<file path="config.mk">
export PLATFORM = sky130hd
export DESIGN_NAME = vector_rescale_add
export DESIGN_NICKNAME = d
export VERILOG_FILES = /design/src/rtl/vector_rescale_add.sv
export SDC_FILE = /design/constraint.sdc
export NUM_CORES = 1
export LEC_CHECK = 0
export ABC_AREA = 1
export CORE_AREA = 2 2 112 157
export DETAILED_ROUTE_END_ITERATION = 8
export DIE_AREA = 0 0 114 159
export GPL_ROUTABILITY_DRIVEN = 0
export GPL_TIMING_DRIVEN = 0
export PLACE_DENSITY = 0.68
export SLEW_MARGIN = 40
export SYNTH_ARGS = -nofsm -noshare
export SYNTH_HDL_FRONTEND = slang
export SYNTH_SLANG_ARGS = --single-unit
</file>
<file path="constraint.sdc">
create_clock -name clk -period 4.54 [get_ports clk]
set_input_delay 0.908 -clock clk [delete_from_list [all_inputs] [get_ports clk]]
set_output_delay 0.908 -clock clk [all_outputs]
set_load 0.01 [all_outputs]
</file>
<file path="src/rtl/vector_rescale_add.sv">
// Element-serial vector adder/subtractor: Res = sat((A >>> SHIFT) +/- B), one element
// per enabled cycle, with a done pulse and a sticky saturation flag.
module vector_rescale_add #(
   parameter int WIDTH = 16,
   parameter int nos   = 4,
   parameter int SHIFT = 0
) (
   input  logic                   clk,
   input  logic                   rst,
   input  logic                   clk_en,
   input  logic                   startAdd,
   input  logic                   subtract,
   input  logic [nos*WIDTH-1:0]   A,
   input  logic [nos*WIDTH-1:0]   B,
   output logic [nos*WIDTH-1:0]   Res,
   output logic                   endAdd,
   output logic                   ovf
);

   localparam int IW = (nos > 1) ? $clog2(nos) : 1;
   localparam logic [IW-1:0] LAST_IDX = IW'(nos - 1);

   typedef enum logic [1:0] {IDLE, ONADD, ENDADD} state_t;

   state_t                   state;
   logic [IW-1:0]            idx;
   logic                     op;
   logic signed [WIDTH-1:0]  a_el [nos];
   logic signed [WIDTH-1:0]  b_el [nos];
   logic signed [WIDTH-1:0]  res_el [nos];

   logic signed [WIDTH-1:0]  a_sh;
   logic signed [WIDTH-1:0]  b_cur;
   logic        [WIDTH:0]    sum_w;
   logic                     clip;
   logic        [WIDTH-1:0]  sat_val;

   genvar gi;
   generate
      for (gi = 0; gi < nos; gi++) begin : g_elem
         assign a_el[gi] = A[gi*WIDTH +: WIDTH];
         assign b_el[gi] = B[gi*WIDTH +: WIDTH];
         assign Res[gi*WIDTH +: WIDTH] = res_el[gi];
      end
   endgenerate

   // One extra bit of headroom: overflow shows up as the top two bits disagreeing.
   always_comb begin
      a_sh  = a_el[idx] >>> SHIFT;
      b_cur = b_el[idx];
      if (op)
         sum_w = {a_sh[WIDTH-1], a_sh} - {b_cur[WIDTH-1], b_cur};
      else
         sum_w = {a_sh[WIDTH-1], a_sh} + {b_cur[WIDTH-1], b_cur};
      clip = sum_w[WIDTH] ^ sum_w[WIDTH-1];
      if (!clip)
         sat_val = sum_w[WIDTH-1:0];
      else if (sum_w[WIDTH])
         sat_val = {1'b1, {(WIDTH-1){1'b0}}};
      else
         sat_val = {1'b0, {(WIDTH-1){1'b1}}};
   end

   always_ff @(posedge clk) begin
      if (rst) begin
         state  <= IDLE;
         idx    <= '0;
         op     <= 1'b0;
         ovf    <= 1'b0;
         endAdd <= 1'b0;
         for (int i = 0; i < nos; i++) res_el[i] <= '0;
      end else if (clk_en) begin
         case (state)
            IDLE: begin
               endAdd <= 1'b0;
               if (startAdd) begin
                  state <= ONADD;
                  idx   <= '0;
                  op    <= subtract;
                  ovf   <= 1'b0;
                  for (int i = 0; i < nos; i++) res_el[i] <= '0;
               end
            end
            ONADD: begin
               res_el[idx] <= sat_val;
               if (clip) ovf <= 1'b1;
               if (idx == LAST_IDX) begin
                  state  <= ENDADD;
                  endAdd <= 1'b1;
               end else begin
                  idx <= idx + 1'b1;
               end
            end
            ENDADD: begin
               // A start arriving here is dropped; only IDLE accepts requests.
               state  <= IDLE;
               endAdd <= 1'b0;
            end
            default: begin
               state  <= IDLE;
               endAdd <= 1'b0;
            end
         endcase
      end
   end

endmodule
</file>
Word level (Yosys, flattened, before mapping)

Memory sizes are Yosys's and may differ from the RTL's.
Index checks and enable logic that the tools add are counted.

Flip-flop bits (word level): 7
Bits in latches: 0
Bits in writable memories: 64
Bits in read-only memories: 0
Bits of input ports: 133
Output and inout bits: 66
Word-level logic and storage cells: 68
Memories kept: 1

$add $sub $neg: 3
Multiply operators: 0
Div/mod/pow operators: 0
$lt $le $gt $ge: 1
Eq/ne operators: 6
Shift operators: 0
Multiplexer cells: 38
Bitwise gates (word level): 6
Reductions and logical operators: 8

Memories:

| name   | words | bits a word | read ports | clocked after Yosys merged registers in | wr ports | line | text |
|---|---|---|---|---|---|---|---|
| res_el | 4     | 16          | 4          | 0                                       | 4        | 30   | `logic signed [WIDTH-1:0] res_el [nos];` |

Operator list:

| kind                | number |
|---|---|
| $mux 16             | 11 |
| $bmux 16 s2         | 2 |
| $add 16x16->17      | 1 |
| $mux 17             | 1 |
| $sub 16x16->17      | 1 |
| $mux 1              | 16 |
| $reduce_or 16->1    | 1 |
| $mux 2              | 5 |
| $ne 2x2->1 const B  | 4 |
| $pmux 2 s2          | 2 |
| $reduce_and 4->1    | 2 |
| $reduce_and 3->1    | 2 |
| $or 1x1->1          | 4 |
| $ge 3x3->1 const B  | 1 |
| $not 2->3           | 1 |
| $add 2x1->2 const B | 1 |
| $eq 2x1->1 const B  | 1 |
| $eq 2x2->1 const B  | 1 |
| $logic_not 2->1     | 1 |
| $pmux 1 s2          | 1 |
| $reduce_and 2->1    | 1 |
| $reduce_bool 2->1   | 1 |
| $xor 1x1->1         | 1 |

Depth between registers and ports, before layout

Gate-level depths: netlist of run 1.

Word-level depth: 9
Depth in mapped cells: 31
Depth with buffers taken out: 28

Least setup slack after synthesis of run 1

Ideal clock, no wire load.

Path kind: input to register
Start point: input port B[33]
End point: memory res_el[0][11], data pin
Library setup time: 0.266 ns
Data arrival time: 3.684 ns
Data required time: 4.274 ns
Path slack: 0.590 ns
Cell stages on the path: 26
Buffers on the path: 1
Path through: o21ai_0 nor2_1 a21oi_2 ha_1 nand2_1 nor2_1 nand2_1 nand2_2 nand2_1 a21oi_1 nand2_1 xor2_1 ha_1 inv_1 nor3_1 inv_1 nor2_1 nor2_1 o21a_1 nand3_1 nand3_4 buf_12 nand2_2 nand2_2 inv_2 nor2_1

RTL lines:

| element            | line | text |
|---|---|---|
| start: declaration | 14   | `input logic [nos*WIDTH-1:0] B,` |
| end: declaration   | 30   |  |

==> results.md, run 1 <==
- The total overflow reported by the global router is 0.
- The height of the die is 159 um.
- Counting along the longest clock path gives a buffer depth of 2.
- The flow ran to the end, and the final reports show no timing, DRC or antenna violations.
- Of all nets on the critical path, the largest fanout is 10.
- The cell chosen for the clock root is sky130_fd_sc_hd__clkbuf_16.
- On the final layout, the worst clock skew is 0.009130 ns.
- For this run, asynchronously set or reset flops after synthesis account for 0.
- Synthesis produced 641 cells.
- The area of all placed cells without fillers is 7581 um2.
- Of the total power, registers draw 0.263.
- The number of filler instances in the final layout is 1688.
- The area of the die is 18130 um2.
- The reg2reg setup slack is 0.37 ns.
- The endpoint with the worst hold slack is ovf$_SDFFE_PP0P_.
- The register area share after synthesis is 0.4183.
- The power spent charging and discharging nets is 1.173 mW.
- The multi-input gate area in the final layout is 2574 um2.
- For the worst-skew pair, the clock arrives at the later sink with an insertion delay of 0.33 ns.
- Counting flops and latches in the post-synthesis netlist gives 71.
- The number of cells on the worst hold path is 2.
- The worst hold path begins at ovf$_SDFFE_PP0P_.
- The number of nets with antenna violations after routing is 0.
- The non-filler instance count after layout is 1063.
- The number of nets in the synthesized netlist is 796.
- In the post-route analysis, the smallest setup slack over all paths is 0.3107 ns.
- The via count of the first global-routing pass is 5080.
- Of the post-synthesis cell area, the dominant cell type holds 0.3898.
- The area growth from synthesis to layout is 53.78%.
- The number of placement rows is 56.
- The worst slack after detailed placement is -0.3109 ns.
- The tool flagged a number of max-cap violations equal to 0.
- The global-route wire length before repair is 24870 um.
- The final period demand of the worst path is 4.229 ns.
- The standard cell area after detailed placement is 7156 um2.
- Based on the critical path, the design can be clocked at up to 0.2364 GHz.
- Sorting the synthesized cells by how often they occur yields sky130_fd_sc_hd__nand2_1, sky130_fd_sc_hd__nor2_1, sky130_fd_sc_hd__edfxtp_1, sky130_fd_sc_hd__nand3_1, sky130_fd_sc_hd__o21ai_0.
- Dividing the detail-routed via count by the number of cells gives 4.735.
- The share of total power dissipated in combinational logic is 0.513.
- The path class of the tightest hold or removal check is flop to flop.
- The mean area per synthesized cell is 7.691 um2.
- The worst pin sits at a relative slew slack of 0.4834.
- The total DRC errors in the routed layout is 0.
- The number of warning messages in the yosys log is 0.
- The effective utilization at floorplan is 0.2956.
- The clock input transition at the sequential cells of the worst setup and hold paths is 0.06 ns.
- The clock net sink count is 71.
- At the worst endpoint, the arrival time is 4.29 ns.
- STA classifies the critical path startpoint as a primary input.
- The diode insertion count for antenna repair is 0.
- In this run the tool buffered the top-level ports with 197 buffer cells.
- VDD sags by at most 0.2045 mV.
- The first-iteration detailed-routing DRC count is 210.
- The total number of vias is 5033.
- The pre-antenna-repair detailed-routing pass consisted of 4 iterations.
- The slew at the pin with the worst max-slew slack is 0.7730 ns.
- The count of flip-flops with a built-in enable after synthesis is 64.
- Sorting the synthesized cells by area gives the leading types as sky130_fd_sc_hd__edfxtp_1, sky130_fd_sc_hd__nand2_1, sky130_fd_sc_hd__nor2_1, sky130_fd_sc_hd__ha_1, sky130_fd_sc_hd__nand3_1.
- The total length of routed wires is 15770 um.
- The most instantiated flip-flop cell in the synthesis netlist is sky130_fd_sc_hd__edfxtp_1.
- Summed over all cells, the static leakage comes to 3.166 nW.
- In the post-synthesis netlist, the cell with the most instances is sky130_fd_sc_hd__nand2_1.
- The area of the core is 16680 um2.
- Dividing the final minimum period by the clock period gives 0.9316.
- The post-synthesis instance area is 4930 um2.
- The depth of the CTS H-tree is 3.
- The max-slew violation count came to 0.
- The switching power share of the total is 0.3991.
- The count of pins on the block boundary is 199.
- Power spread over the standard cell area amounts to 387.8 nW/um2.
- Setup repair after global routing left no endpoint under its margin.
- The global-route usage over all layers is 0.1731.
- The number of hold-slack violations in the final timing report came to 0.
- Entering global routing, the biggest net connects 17 pins.
- Synthesis instantiated 37 different standard cells from the library.
- The completed layout was analyzed and its total power is 2.940 mW.
- In the final timing run, aggregate negative setup slack is 0 ns.
- The launch point of the worst reg-to-reg path is idx[0]$_SDFFE_PP0P_.
- TritonCTS created 9 clock buffers.
- TritonCTS built the clock tree.
- STA puts the critical path data required time at 4.60 ns.
- The average wire length per cell after detail routing is 14.83 um.
- The largest total area in the synthesized netlist belongs to sky130_fd_sc_hd__edfxtp_1.
- The share of total power dissipated in the clock network is 0.224.
- Registers take 2063 um2.
- The net count of the finished layout is 1010.
- The cell count after placement is 1041.
- The cell count of the worst reg-to-reg path is 28.
- The cell-internal power is 1.767 mW.
- The capture point of the worst reg-to-reg path is res_el[3][11]$_SDFFCE_PN0P_.
- The number of setup violations in the final report is 0.
- The hold-fix buffer count after cts is 0.
- The HPWL after detailed placement is 12880 um.
- STA classifies the critical path endpoint as a flop.
- The die is 114 um wide.
- The worst setup path is of the primary input to flop kind.
- The fraction of final layout cells sized beyond drive strength 1 is 0.1012.
- The initial antenna violation count is 0.
-- worst max path at each step --
stage / slack, ns / start / cells past startpoint / endpoint
CTS: 0.01 / B[33] / 26 / res_el[1][6]$_SDFFCE_PN0P_
global placement: -0.27 / B[17] / 26 / res_el[1][11]$_SDFFCE_PN0P_
finish: 0.31 / B[33] / 26 / res_el[3][11]$_SDFFCE_PN0P_
detailed placement: -0.31 / B[33] / 26 / res_el[1][11]$_SDFFCE_PN0P_
global route: 0.001 / B[33] / 26 / res_el[3][7]$_SDFFCE_PN0P_
floorplan: 0.59 / B[33] / 26 / res_el[0][11]$_SDFFCE_PN0P_
-- cells in the final DEF (no fill, tap or decap), types with 19 or more instances in the layout --
cell type / instances
sky130_fd_sc_hd__nor2_1: 103
sky130_fd_sc_hd__a21oi_1: 32
sky130_fd_sc_hd__inv_1: 37
sky130_fd_sc_hd__nand2_1: 158
sky130_fd_sc_hd__nand3_1: 43
sky130_fd_sc_hd__nand2_2: 24
sky130_fd_sc_hd__ha_1: 19
sky130_fd_sc_hd__edfxtp_1: 64
sky130_fd_sc_hd__clkdlybuf4s50_1: 197
sky130_fd_sc_hd__o21ai_0: 38
-- worst max-delay path: stages --
cell and delay [ns]:
sky130_fd_sc_hd__clkdlybuf4s50_1 0.41, sky130_fd_sc_hd__o21ai_1 0.12, sky130_fd_sc_hd__nor2_1 0.06, sky130_fd_sc_hd__a21oi_2 0.15, sky130_fd_sc_hd__ha_2 0.21, sky130_fd_sc_hd__nand2_1 0.08
sky130_fd_sc_hd__nor2_2 0.14, sky130_fd_sc_hd__nand2_1 0.08, sky130_fd_sc_hd__nand2_2 0.09, sky130_fd_sc_hd__nand2_2 0.07, sky130_fd_sc_hd__a21oi_2 0.14, sky130_fd_sc_hd__nand2_1 0.08
sky130_fd_sc_hd__xor2_1 0.15, sky130_fd_sc_hd__ha_1 0.35, sky130_fd_sc_hd__a21oi_1 0.15, sky130_fd_sc_hd__nand2_1 0.08, sky130_fd_sc_hd__a21oi_1 0.11, sky130_fd_sc_hd__nand2_1 0.10
sky130_fd_sc_hd__xor2_2 0.17, sky130_fd_sc_hd__inv_1 0.10, sky130_fd_sc_hd__nand3_4 0.12, sky130_fd_sc_hd__buf_12 0.17, sky130_fd_sc_hd__nand2_2 0.06, sky130_fd_sc_hd__nand2_2 0.05
sky130_fd_sc_hd__inv_2 0.08, sky130_fd_sc_hd__nor2_1 0.05
-- stage by stage --
step	utilization	hold WS [ns]
final	0.4546	0.4460
after global routing	0.4546	0.4766
after CTS	0.4461	0.4473
after detailed placement	0.4291	0.4374
after global placement	0.4291	0.4371
after floorplan	-	0.4688
-- power groups by stage --
stage	logic, mW	registers (mW)	clock network, mW
after floorplan	0.940	0.806	0
after global placement	1.40	0.788	0
after detailed placement	1.41	0.788	0
after CTS	1.42	0.774	0.667
after global routing	1.68	0.777	0.697
final	1.51	0.773	0.658
-- what timing repair did --
item,CTS,global route
gates resized for setup,0,22
endpoints found under the setup margin,0,65
setup buffers,0,5
-- registers in the layout, summed over array words and instances, names as in the netlist --
register / cells
state: 2
idx: 2
res_el: 64
ovf: 1
endAdd: 1
op: 1
-- routing by layer --
metal | global-route usage | routed length, um | up-vias | part of all wire
li1 | - | - | 2563 | -
met1 | 0.1874 | 6132 | 2250 | 0.39
met5 | 0 | 0 | - | 0
met4 | 0.06818 | 418 | 0 | 0.027
met2 | 0.3263 | 8277 | 192 | 0.52
met3 | 0.03083 | 937 | 28 | 0.059
-- kinds of logic (layout without fill, tap and decap cells) --
kind of cell | count (synthesis) | after routing | share of synthesized area
simple gates | 340 | 340 | 0.2891
compound gates | 107 | 107 | 0.1201
fa+ha+maj | 22 | 22 | 0.05736
xor+xnor | 24 | 24 | 0.04264
flops | 71 | 71 | 0.4183
buf+inv | 77 | 296 | 0.07259
-- cell type report --
cell class / count / area share
buffer: 29 / 0.02492
clock buffer: 10 / 0.03152
clock inverter: 6 / 0.005942
inverter: 48 / 0.02410
multi-input combinational: 493 / 0.3395
sequential: 71 / 0.2722
tap: 203 / 0.03350
timing repair buffer: 203 / 0.2684
(Power assumes the default switching activity.)
==> inputs of run 2 (changes only) <==
--- a/config.mk
+++ b/config.mk
@@ -11,6 +11,7 @@
 export DIE_AREA = 0 0 114 159
 export GPL_ROUTABILITY_DRIVEN = 0
 export GPL_TIMING_DRIVEN = 0
+export HOLD_SLACK_MARGIN = 0.1
 export PLACE_DENSITY = 0.68
 export SLEW_MARGIN = 40
 export SYNTH_ARGS = -nofsm -noshare
==> results of run 2 <==
The final DEF is identical to that of run 1; final timing and power are the same.
==> inputs of run 3 (changes only) <==
--- a/config.mk
+++ b/config.mk
@@ -6,13 +6,13 @@
 export NUM_CORES = 1
 export LEC_CHECK = 0
 export ABC_AREA = 1
-export CORE_AREA = 2 2 112 157
+export CORE_AREA = 2 2 93 131
 export DETAILED_ROUTE_END_ITERATION = 8
-export DIE_AREA = 0 0 114 159
+export DIE_AREA = 0 0 95 133
 export GPL_ROUTABILITY_DRIVEN = 0
 export GPL_TIMING_DRIVEN = 0
 export HOLD_SLACK_MARGIN = 0.1
-export PLACE_DENSITY = 0.68
+export PLACE_DENSITY = 0.9
 export SLEW_MARGIN = 40
 export SYNTH_ARGS = -nofsm -noshare
 export SYNTH_HDL_FRONTEND = slang
==> results.md, run 3 (same netlist as run 1, synthesis figures left out) <==
- The number of flip-flops in the largest register is 64 (unchanged).
- The effective utilization at floorplan is 0.4255 (+0.1299).
- The slew at the pin with the worst max-slew slack is 0.7661 ns (-0.006967 ns).
- The highest fanout seen on the critical path was 10 (unchanged).
- The initial antenna violation count is 0 (unchanged).
- The leakage power is 3.167 nW (about the same).
- The depth of the CTS H-tree is 3 (unchanged).
- The post-detailed-placement half-perimeter wirelength is 11920 um (-7.4%).
- The worst slew slack as a fraction of its limit was 0.4881 (+0.004656).
- The average wire length per cell after detail routing is 14.68 um (-1.0%).
- The type of element capturing the critical path is a flop.
- The number of buffers created by CTS is 9 (unchanged).
- The total number of vias is 5165 (+2.6%).
- The detailed-route vias per instance was 5.144 (+8.7%).
- The die span in x is 95 um (-17%).
- The clock net sink count is 71 (unchanged).
- The global-route usage over all layers was 0.2362 (+0.06305).
- The number of placement rows was 47 (-16%).
- The share of the clock period used by the worst path came to 0.9669 (+0.03534).
- The max-slew violation count came to 0 (unchanged).
- The total overflow reported by the global router was 0 (unchanged).
- The switching power share of the total is 0.3853 (-0.01373).
- Relative to the synthesized area, the layout overhead comes to 52.01%.
- The first-iteration detailed-routing DRC count is 229 (+9.0%).
- The number of setup violations in the final report is 0 (unchanged).
- The count of pins on the block boundary was 199 (unchanged).
- The clock network fraction of design power is 0.243 (+0.019).
- The delay of the slowest cell on the worst path came to 0.39 ns (-0.02 ns).
- The final period demand of the worst path came to 4.390 ns (+0.1604 ns).
- The largest registers in the layout are res_el (64), idx (2), state (2).
- The diode insertion count for antenna repair is 0 (unchanged).
- TritonCTS built the clock tree.
- The register bank with the most flops is res_el.
- The total length of routed wires came to 14740 um (-6.5%).
- The cell-internal power is 1.802 mW (+2.0%).
- The number of nets with antenna violations after routing is 0 (unchanged).
- The total DRC errors in the routed layout is 0 (unchanged).
- The minimum hold slack came to 0.4532 ns (+0.007184 ns).
- The clock input transition at the sequential cells of the worst setup and hold paths is 0.05 ns (about the same).
- The global-route wire length before repair is 23200 um (-6.7%).
- The logic gate share of total power came to 0.493 (-0.020).
- The max-capacitance violation count is 0 (unchanged).
- The clock skew after layout is 0.006048 ns (-0.003082 ns).
- In the layout the commonest cells are sky130_fd_sc_hd__clkdlybuf4s50_1, sky130_fd_sc_hd__nand2_1, sky130_fd_sc_hd__nor2_1, sky130_fd_sc_hd__edfxtp_1, sky130_fd_sc_hd__nand3_1.
- The power density over cell area came to 391.3 nW/um2 (+0.89%).
- The endpoint arrival time on the critical path was 4.45 ns (+0.16 ns).
- The via count of the first global-routing pass is 4962 (-2.3%).
- The tightest min-delay check is of the flop to flop type.
- The cell with the largest stage delay on the worst path is sky130_fd_sc_hd__clkdlybuf4s50_1.
- The startpoint type of the worst setup path is a primary input.
- The height of the die is 133 um (-16%).
- The area of the die is 12640 um2 (-30%).
- The insertion delay of the later-clocked pin in the worst-skew pair came to 0.33 ns (about the same).
- The accumulated negative setup slack came to 0 ns (unchanged).
- The area of the core came to 11580 um2 (-31%).
- The maximum number of pins on one net before global-route repair is 17 (unchanged).
- The flow ran to the end, and the final reports show no timing, DRC or antenna violations.
- The maximum root-to-sink buffer count was 2 (unchanged).
- The power spent charging and discharging nets is 1.130 mW (-3.7%).
- The number of nets in the layout is 1007 (-0.30%).
- The number of detailed-route iterations in the first pass is 7 (+3).
- The type of the worst setup path is primary input to flop.
- The commonest non-fill, non-tap cell in the layout is sky130_fd_sc_hd__clkdlybuf4s50_1.
- The number of hold-slack violations in the final timing report is 0 (unchanged).
- The required time at the endpoint of the critical path came to 4.60 ns (about the same).
- The fraction of final layout cells sized beyond drive strength 1 was 0.1004 (-0.0008127).
- The top achievable clock speed is 0.2278 GHz (-3.7%).
- The number of buffers added on ports is 197 (unchanged).
- The sequential fraction of design power is 0.264 (about the same).
- The maximum VDD drop is 0.2346 mV (+15%).
- The number of filler instances in the final layout is 967 (-43%).
- The cell chosen for the clock root is sky130_fd_sc_hd__clkbuf_16.
run 3: changes by cell type in the layout (fill, tap and decap cells not counted), sizes merged:
cell	before	now
clkinvlp	3	0
buf	19	18
bufinv	0	1
clkbuf	26	27
inv	49	48
run 3: layout make-up:
type | instances | area, um2 | share of cell area
Inverter | 48 | 180.2 | 0.02404
Sequential cell | 71 | 2063 | 0.2753
Multi-Input combinational cell | 493 | 2580 | 0.3443
Clock buffer | 13 | 270.3 | 0.03607
Clock inverter | 3 | 40.04 | 0.005343
Buffer | 29 | 181.4 | 0.02421
Tap cell | 147 | 183.9 | 0.02454
Timing Repair Buffer | 200 | 1994 | 0.2662
run 3: stage by stage:
| stage | util | area, um2 | total power [mW] | instances | setup slack (ns) |
|---|---|---|---|---|---|
| 4_1_cts | 0.6384 | 7396 | 2.880 | 1001 | 0.05356 |
| 3_3_place_gp | 0.6116 | 7086 | 2.137 | 985 | -0.2112 |
| 3_5_place_dp | 0.6116 | 7086 | 2.171 | 985 | -0.2788 |
| 6_report | 0.6468 | 7493 | 2.932 | 1004 | 0.1503 |
| 2_1_floorplan | - | 4930 | 1.746 | 641 | 0.5905 |
| 5_1_grt | 0.6468 | 7493 | 3.128 | 1004 | -0.07147 |
run 3: worst paths after layout:
check | from | end | slack [ns] | cells past startpoint
worst max-delay path | B[33] | res_el[0][8]$_SDFFCE_PN0P_ | 0.15 | 27
worst min-delay path | ovf$_SDFFE_PP0P_ | ovf$_SDFFE_PP0P_ | 0.45 | 2
worst max register to register | idx[0]$_SDFFE_PP0P_ | res_el[0][8]$_SDFFCE_PN0P_ | 0.26 | 29
worst min register to register | ovf$_SDFFE_PP0P_ | ovf$_SDFFE_PP0P_ | 0.45 | 2
run 3: critical path: cells and delay by family:
| kind | cells | cell delay [ns] |
|---|---|---|
| simple gates | 15 | 1.37 |
| fa+ha+maj | 2 | 0.58 |
| xor+xnor | 1 | 0.16 |
| compound gates | 4 | 0.58 |
| buf+inv | 5 | 0.83 |
run 3: repair_timing:
action | CTS | global route
setup endpoints to repair | 0 | 61
hold buffers | 0 | 0
buffers inserted | 0 | 3
gates resized for setup | 0 | 20
run 3: power groups by stage:
stage	Combinational [mW]	Sequential [mW]	Clock, mW
after floorplan	0.940	0.806	0
after global placement	1.35	0.786	0
after detailed placement	1.38	0.789	0
after CTS	1.39	0.776	0.713
after global routing	1.61	0.778	0.745
final	1.44	0.775	0.713
run 3: layer usage:
metal	wire length, um	GRT usage	up-vias
met5	0	0	-
met4	488	0.1184	0
met3	830	0.03075	29
met2	7928	0.4429	236
met1	5492	0.2506	2342
li1	-	-	2558
